[src/rtl/aes_serial_sched_pkg.sv]
// Shared types and sizes for the serial AES core sequencer.
package aes_serial_sched_pkg;

  localparam int unsigned BLOCK_BITS       = 128;
  localparam int unsigned KEY_BITS         = 128;
  localparam int unsigned SERIAL_LOAD_BITS = BLOCK_BITS + KEY_BITS;
  // Wide enough for the longest phase (LEAD_CYC + 256) without wrapping.
  localparam int unsigned CNT_W            = 9;

  localparam logic MODE_ENC = 1'b0;
  localparam logic MODE_DEC = 1'b1;

  typedef enum logic [2:0] {
    StIdle,
    StLoad,
    StGap,
    StWait,
    StRead,
    StResp
  } state_e;

endpackage

[src/rtl/aes_serial_sched_if.sv]
// Request/response handshake bundle between the bus logic and the sequencer.
interface aes_serial_sched_if;
  import aes_serial_sched_pkg::*;

  logic                  req_valid;
  logic                  req_ready;
  logic                  req_mode;
  logic [BLOCK_BITS-1:0] req_data;
  logic [KEY_BITS-1:0]   req_key;
  logic                  rsp_valid;
  logic                  rsp_ready;
  logic [BLOCK_BITS-1:0] rsp_data;
  logic                  rsp_mode;

  // Requester side.
  modport master (
    output req_valid, req_mode, req_data, req_key, rsp_ready,
    input  req_ready, rsp_valid, rsp_data, rsp_mode
  );

  // Sequencer side.
  modport slave (
    input  req_valid, req_mode, req_data, req_key, rsp_ready,
    output req_ready, rsp_valid, rsp_data, rsp_mode
  );

endinterface

[src/rtl/aes_serial_sched_serdes.sv]
// LSB-first 256-bit shift-out and 128-bit shift-in for the serial cores.
module aes_serial_sched_serdes
  import aes_serial_sched_pkg::*;
(
  input  logic                        clk,
  input  logic                        rst,
  input  logic                        load_i,
  input  logic [SERIAL_LOAD_BITS-1:0] load_data_i,
  input  logic                        shift_i,
  input  logic                        capture_i,
  input  logic                        serial_i,
  output logic                        serial_o,
  output logic [BLOCK_BITS-1:0]       rx_next_o
);

  logic [SERIAL_LOAD_BITS-1:0] tx_q;
  // One bit short of a block: the final bit is merged in rx_next_o when the caller latches it.
  logic [BLOCK_BITS-2:0]       rx_q;

  assign serial_o  = tx_q[0];
  assign rx_next_o = {serial_i, rx_q};

  // Transmit register: parallel load, then shift towards bit 0.
  always_ff @(posedge clk or posedge rst) begin
    if (rst) begin
      tx_q <= '0;
    end else if (load_i) begin
      tx_q <= load_data_i;
    end else if (shift_i) begin
      tx_q <= {1'b0, tx_q[SERIAL_LOAD_BITS-1:1]};
    end
  end

  // Receive register: new bits enter at the top so the first bit ends at index 0.
  always_ff @(posedge clk or posedge rst) begin
    if (rst) begin
      rx_q <= '0;
    end else if (capture_i) begin
      rx_q <= rx_next_o[BLOCK_BITS-1:1];
    end
  end

endmodule

[src/rtl/aes_serial_sched.sv]
// Sequencer driving the bit-serial AES encrypt/decrypt cores for one requester.
module aes_serial_sched
  import aes_serial_sched_pkg::*;
#(
  parameter int unsigned LEAD_CYC = 1,
  parameter int unsigned GAP_CYC  = 2,
  parameter int unsigned WAIT_CYC = 12
) (
  input  logic                     clk,
  input  logic                     rst,
  aes_serial_sched_if.slave        bus,
  output logic                     busy,
  output logic                     cs_enc,
  output logic                     miso_enc,
  input  logic                     mosi_enc,
  output logic                     cs_dec,
  output logic                     miso_dec,
  input  logic                     mosi_dec
);

  localparam logic [CNT_W-1:0] Lead     = CNT_W'(LEAD_CYC);
  localparam logic [CNT_W-1:0] LoadLast = CNT_W'(LEAD_CYC + SERIAL_LOAD_BITS - 1);
  localparam logic [CNT_W-1:0] GapLast  = CNT_W'(GAP_CYC - 1);
  localparam logic [CNT_W-1:0] WaitLast = CNT_W'(WAIT_CYC - 1);
  localparam logic [CNT_W-1:0] ReadLast = CNT_W'(LEAD_CYC + BLOCK_BITS - 1);

  state_e                state_q, state_d;
  logic [CNT_W-1:0]      cnt_q, cnt_d;
  logic                  mode_q;
  logic [BLOCK_BITS-1:0] rsp_data_q;
  logic                  rsp_mode_q;

  logic                  load_en, shift_en, capture_en, rsp_load;
  logic                  bit_slot, phase_act, miso_act;
  logic                  serial_out, serial_in;
  logic [BLOCK_BITS-1:0] rx_next;

  // Lead cycles carry no data; bit k lives in phase cycle Lead + k.
  assign bit_slot = (cnt_q >= Lead);

  aes_serial_sched_serdes u_serdes (
    .clk         (clk),
    .rst         (rst),
    .load_i      (load_en),
    .load_data_i ({bus.req_key, bus.req_data}),
    .shift_i     (shift_en),
    .capture_i   (capture_en),
    .serial_i    (serial_in),
    .serial_o    (serial_out),
    .rx_next_o   (rx_next)
  );

  // Next-state, phase counter and serdes strobes.
  always_comb begin
    state_d    = state_q;
    cnt_d      = cnt_q + CNT_W'(1);
    load_en    = 1'b0;
    shift_en   = 1'b0;
    capture_en = 1'b0;
    rsp_load   = 1'b0;
    unique case (state_q)
      StIdle: begin
        cnt_d = '0;
        if (bus.req_valid) begin
          load_en = 1'b1;
          state_d = StLoad;
        end
      end
      StLoad: begin
        shift_en = bit_slot;
        if (cnt_q == LoadLast) begin
          state_d = StGap;
          cnt_d   = '0;
        end
      end
      StGap: begin
        if (cnt_q == GapLast) begin
          state_d = StWait;
          cnt_d   = '0;
        end
      end
      StWait: begin
        if (cnt_q == WaitLast) begin
          state_d = StRead;
          cnt_d   = '0;
        end
      end
      StRead: begin
        capture_en = bit_slot;
        if (cnt_q == ReadLast) begin
          rsp_load = 1'b1;
          state_d  = StResp;
          cnt_d    = '0;
        end
      end
      StResp: begin
        cnt_d = '0;
        if (bus.rsp_ready) begin
          state_d = StIdle;
        end
      end
      default: begin
        state_d = StIdle;
        cnt_d   = '0;
      end
    endcase
  end

  // State, counter, latched mode and response holding register.
  always_ff @(posedge clk or posedge rst) begin
    if (rst) begin
      state_q    <= StIdle;
      cnt_q      <= '0;
      mode_q     <= MODE_ENC;
      rsp_data_q <= '0;
      rsp_mode_q <= MODE_ENC;
    end else begin
      state_q <= state_d;
      cnt_q   <= cnt_d;
      if (load_en) begin
        mode_q <= bus.req_mode;
      end
      if (rsp_load) begin
        rsp_data_q <= rx_next;
        rsp_mode_q <= mode_q;
      end
    end
  end

  // Core pin muxing: the unselected core sees cs and miso held low throughout.
  assign phase_act = (state_q == StLoad) || (state_q == StRead);
  assign miso_act  = (state_q == StLoad) && bit_slot && serial_out;
  assign cs_enc    = phase_act && (mode_q == MODE_ENC);
  assign cs_dec    = phase_act && (mode_q == MODE_DEC);
  assign miso_enc  = miso_act && (mode_q == MODE_ENC);
  assign miso_dec  = miso_act && (mode_q == MODE_DEC);
  assign serial_in = (mode_q == MODE_DEC) ? mosi_dec : mosi_enc;

  assign busy          = (state_q != StIdle);
  assign bus.req_ready = (state_q == StIdle);
  assign bus.rsp_valid = (state_q == StResp);
  assign bus.rsp_data  = rsp_data_q;
  assign bus.rsp_mode  = rsp_mode_q;

endmodule
[src/flat_wrapper.sv]
// flat-port wrapper written by rule: the top's interface ports become plain ports
module aes_serial_sched_flat import aes_serial_sched_pkg::*;
#(
  parameter int unsigned LEAD_CYC = 1,
  parameter int unsigned GAP_CYC  = 2,
  parameter int unsigned WAIT_CYC = 12
)
  (clk, rst, busy, cs_enc, miso_enc, mosi_enc, cs_dec, miso_dec, mosi_dec, bus_req_valid, bus_req_mode, bus_req_data, bus_req_key, bus_rsp_ready, bus_req_ready, bus_rsp_valid, bus_rsp_data, bus_rsp_mode);
  aes_serial_sched_if bus_i ();
  input  logic clk;
  input  logic rst;
  output logic busy;
  output logic cs_enc;
  output logic miso_enc;
  input  logic mosi_enc;
  output logic cs_dec;
  output logic miso_dec;
  input  logic mosi_dec;
  input wire logic [$bits(bus_i.req_valid)-1:0] bus_req_valid;
  input wire logic [$bits(bus_i.req_mode)-1:0] bus_req_mode;
  input wire logic [$bits(bus_i.req_data)-1:0] bus_req_data;
  input wire logic [$bits(bus_i.req_key)-1:0] bus_req_key;
  input wire logic [$bits(bus_i.rsp_ready)-1:0] bus_rsp_ready;
  output wire logic [$bits(bus_i.req_ready)-1:0] bus_req_ready;
  output wire logic [$bits(bus_i.rsp_valid)-1:0] bus_rsp_valid;
  output wire logic [$bits(bus_i.rsp_data)-1:0] bus_rsp_data;
  output wire logic [$bits(bus_i.rsp_mode)-1:0] bus_rsp_mode;
  assign bus_i.req_valid = bus_req_valid;
  assign bus_i.req_mode = bus_req_mode;
  assign bus_i.req_data = bus_req_data;
  assign bus_i.req_key = bus_req_key;
  assign bus_i.rsp_ready = bus_rsp_ready;
  assign bus_req_ready = bus_i.req_ready;
  assign bus_rsp_valid = bus_i.rsp_valid;
  assign bus_rsp_data = bus_i.rsp_data;
  assign bus_rsp_mode = bus_i.rsp_mode;
  aes_serial_sched #(.LEAD_CYC(LEAD_CYC), .GAP_CYC(GAP_CYC), .WAIT_CYC(WAIT_CYC)) u_core (.clk(clk), .rst(rst), .bus(bus_i), .busy(busy), .cs_enc(cs_enc), .miso_enc(miso_enc), .mosi_enc(mosi_enc), .cs_dec(cs_dec), .miso_dec(miso_dec), .mosi_dec(mosi_dec));
endmodule
[config.mk]
export PLATFORM = sky130hd
export DESIGN_NAME = aes_serial_sched_flat
export DESIGN_NICKNAME = d
export VERILOG_FILES = /design/src/rtl/aes_serial_sched_pkg.sv /design/src/rtl/aes_serial_sched_if.sv /design/src/rtl/aes_serial_sched_serdes.sv /design/src/rtl/aes_serial_sched.sv /design/src/flat_wrapper.sv
export SDC_FILE = /design/constraint.sdc
export NUM_CORES = 1
export LEC_CHECK = 0
export CELL_PAD_IN_SITES_DETAIL_PLACEMENT = 0
export CELL_PAD_IN_SITES_GLOBAL_PLACEMENT = 1
export CORE_MARGIN = 3
export CORE_UTILIZATION = 30
export DETAILED_ROUTE_END_ITERATION = 10
export PLACE_DENSITY_LB_ADDON = 0.1
export SLEW_MARGIN = 20
export SYNTH_ARGS = -nofsm -noshare
export SYNTH_HDL_FRONTEND = slang
export SYNTH_SLANG_ARGS = --single-unit
[constraint.sdc]
create_clock -name clk -period 21.3 [get_ports clk]
set_clock_uncertainty 0.1 [all_clocks]
set_input_delay 5.325 -clock clk [delete_from_list [all_inputs] [get_ports clk]]
set_output_delay 5.325 -clock clk [all_outputs]
set_load 0.005 [all_outputs]
==> flow_summary_export.csv <==
group,metric,value,unit
drt,avgRoutedWirePerCell,18.6,um
setup_path,buffers_and_inverters_on_the_worst_path,1,
drt,drc_errors,0,
synth,synth-xor-area-share,0.304,%
sta,finalSetupViolCount,0,
run,maxCapViolations,0,
synth,arithmetic_cell_share_of_the_synthesized_area_counting_full_adders_half_adders_and_majority_gates,0.163,%
clocking,clock-sinks,525,
layout,final_layout_size_suffix_gt1_share,35.1,%
setup_path,worstSetupEndpointType,"output port",
synth,synth.yosys.seq_area_share,56.9,%
setup_path,timing.critical_path.fanout_max,7,
min_path,min-delay-path-class,"flop to flop",
placed_design,place_hpwl,35600,um
synth,synth_compound_gate_area_share,0.466,%
power_and_ir_drop,vdd_drop_max,61.8,uV
synth,async_reset_ff_share,100,%
floorplan,dieHeight,283,um
synth,synth_edf_count,0,
drt,route.final.wire_length,54400,um
clocking,clk_pin_slew_worst_paths,0.06,ns
global_route,globalRouteOverflowTotal,0,
layout,layout.core_utilization,39.1,%
global_route,number_of_global_route_vias_before_repair,14300,
synth,syn_nets,1723,
floorplan,ios,399,
layout,area_of_combinational_cells_with_multiple_inputs,9160,um2
drt,detail_route.iter0.violations,410,
layout,mostFrequentLayoutCell,"sky130_fd_sc_hd__mux2_2",
clocking,cts.root.buffer_cell,"sky130_fd_sc_hd__clkbuf_16",
clocking,holdBufCountCts,0,
sta,timing.final.max_slew_violations,0,
drt,vias,13000,
synth,synth_cells,1457,
power_and_ir_drop,cellPowerDensity,106,nW/um2
setup_path,crit_type,"flop to output port",
setup_path,cp_slowest_stage_delay,0.68,ns
clocking,post_cts_repair_resize_count,0,
synth,yosysWarnings,0,
sta,worst_hold_slack_after_final_layout,0.386,ns
synth,postSynth.topFlopCell,"sky130_fd_sc_hd__dfrtp_1",
setup_path,reg2reg_slack,17.22,ns
min_path,holdCritStartpoint,"u_core.u_serdes.tx_q[234]",
synth,syn-cell-area,23100,um2
placed_design,gpl.final_weighted_congestion,0.717,
clocking,cts_max_level,2,
global_route,grt_antenna_before_repair,7,
synth,largest_family_of_logic_cells_by_synthesized_area,"multiplexers",
sta,final_min_period_over_clock_period,39.5,%
clocking,postCtsSetupBuffers,0,
global_route,largest_net_degree_at_the_start_of_global_routing,163,
layout,n_fill_cell,7317,
setup_path,endpoint_required_time_on_the_critical_path,15.88,ns
clocking,cts_tree,"built",
clocking,cts_buffers,61,
setup_path,critical_path.startpoint,"u_core.cnt_q[0]",
layout,area_delta_synth_final,28.8,%
drt,ant_nets,0,
setup_path,cell_with_the_biggest_individual_delay_on_the_critical_path,"sky130_fd_sc_hd__nor4_1",
setup_path,regToRegStartpoint,"u_core.cnt_q[0]",
sta,timing.max_slew.rel_slack,29.2,%
layout,mostFrequentLayoutCells,"547 x sky130_fd_sc_hd__mux2_2, 525 x sky130_fd_sc_hd__dfrtp_1, 398 x sky130_fd_sc_hd__clkdlybuf4s50_1",
placed_design,number_of_buffers_inserted_by_port_buffering,398,
floorplan,fp.coreArea,76100,um2
setup_path,worst_path_dominant_cell_family,"simple AND/OR/NAND/NOR gates",
synth,synthesis.area_per_instance,15.8,um2
global_route,grt_pass1_wl,86000,um
sta,setup_repair_after_global_routing_missed_its_margin,"false",
setup_path,cp.arrival,2.98,ns
power_and_ir_drop,report.power.total,3.16,mW
sta,totalNegativeSetupSlack,0,ns
layout,nets,2112,
sta,hold_viol_final,0,
synth,synth_cell_types,43,
global_route,gr-usage-all-layers,13.5,%
drt,vias_per_cell,4.45,
sta,fmax,119,MHz
synth,proportion_of_synthesized_area_in_mux_cells,37.4,%
floorplan,rows,101,
floorplan,initial_utilization,30.3,%
status,status,"finished, final reports clean",
synth,synth_simple_gate_area_share,1.29,%
clocking,clock_insertion_delay_worst_skew,0.63,ns
synth,ys_seq_elements,525,
setup_path,critical_path.startpoint_type,"flop",
clocking,longest_clk_path_bufs,3,
layout,regArea,13100,um2
setup_path,cp_cell_sequence,"ha_1 -> nor4_1 -> a31oi_2 -> and3_1 -> clkdlybuf4s50_1",
floorplan,fp.dieArea,80300,um2
drt,detail_route.first_pass.iterations,4,
sta,worst_pin_slew,1.06,ns
floorplan,die_w,283,um
sta,post-route-min-period,8.41,ns
power_and_ir_drop,static-leakage-power,13.8,nW
==> Yosys cell counts (all sizes together), types with 3 or more instances <==
cell	n	share of area (%)
ha	3	0.16
xor2	3	0.11
nor2b	6	0.16
nand3	3	0.065
mux2	765	37
xnor2	5	0.19
and2	5	0.15
nand2	7	0.11
dfrtp	525	57
clkbuf	3	0.049
inv	4	0.065
buf	85	3.4
nor2	14	0.26
==> report_power, final <==
part | switching [mW] | internal [mW]
Sequential | 0.101 | 1.21
Combinational | 0.318 | 0.508
Clock | 0.424 | 0.599
==> area by class of cell <==
type | instances | area share, %
tap | 1030 | 4.34
multi-input combinational | 840 | 30.8
clock buffer | 93 | 5.98
antenna | 4 | 0.0337
inverter | 4 | 0.0758
timing repair buffer | 414 | 14.0
sequential | 525 | 44.2
clock inverter | 17 | 0.627
==> registers in the layout, summed over array words and instances (netlist names) <==
name,cells
u_core.bus.rsp_data,128
u_core.bus.rsp_mode,1
u_core.cnt_q,9
u_core.mode_q,1
u_core.state_q,3
u_core.u_serdes.rx_q,127
u_core.u_serdes.tx_q,256
==> stage by stage <==
| stage | cells | instance area, um2 | worst slack (ns) |
|---|---|---|---|
| floorplan | 1457 | 23100 | 1.21 |
| global placement | 2812 | 27700 | 12.55 |
| detailed placement | 2812 | 27700 | 12.52 |
| CTS | 2922 | 29700 | 12.80 |
| global route | 2924 | 29700 | 12.71 |
| finish | 2927 | 29700 | 12.89 |
==> metal layers <==
layer / global-route usage, % / vias up / part of all wire (%)
li1: - / 6029 / -
met1: 17.2 / 6667 / 43
met2: 22.2 / 255 / 49
met3: 4.11 / 78 / 6.1
met4: 3.49 / 8 / 2.0
met5: 0 / - / 0.081
==> worst paths after layout <==
kind	cells after the start	end
worst max-delay path	5	miso_dec
worst min-delay path	1	u_core.u_serdes.tx_q[234]
worst max register to register	7	u_core.u_serdes.tx_q[65]
worst min register to register	1	u_core.u_serdes.tx_q[234]
max in group asynchronous	4	u_core.u_serdes.rx_q[18]
min in group asynchronous	2	u_core.u_serdes.tx_q[127]
==> worst register-to-register path: stages, from the launching register on <==
cell and delay (ns):
sky130_fd_sc_hd__dfrtp_1 0.45, sky130_fd_sc_hd__ha_1 0.24, sky130_fd_sc_hd__nor4_1 0.68, sky130_fd_sc_hd__a31oi_2 0.24, sky130_fd_sc_hd__nor2_4 0.13, sky130_fd_sc_hd__buf_4 0.69
sky130_fd_sc_hd__buf_4 0.94, sky130_fd_sc_hd__mux2_2 0.51
==> logic make-up (layout without fill, tap and decap cells) <==
group	Yosys count	after routing
and+or+nand+nor	50	50
buffers and inverters	92	528
adders and majority gates	3	3
muxes	766	766
DFF	525	525
other	0	4
xor gates and xnor gates	8	8
AOI/OAI and AO/OA	13	13
No activity file was read; power rests on OpenSTA's default activity.
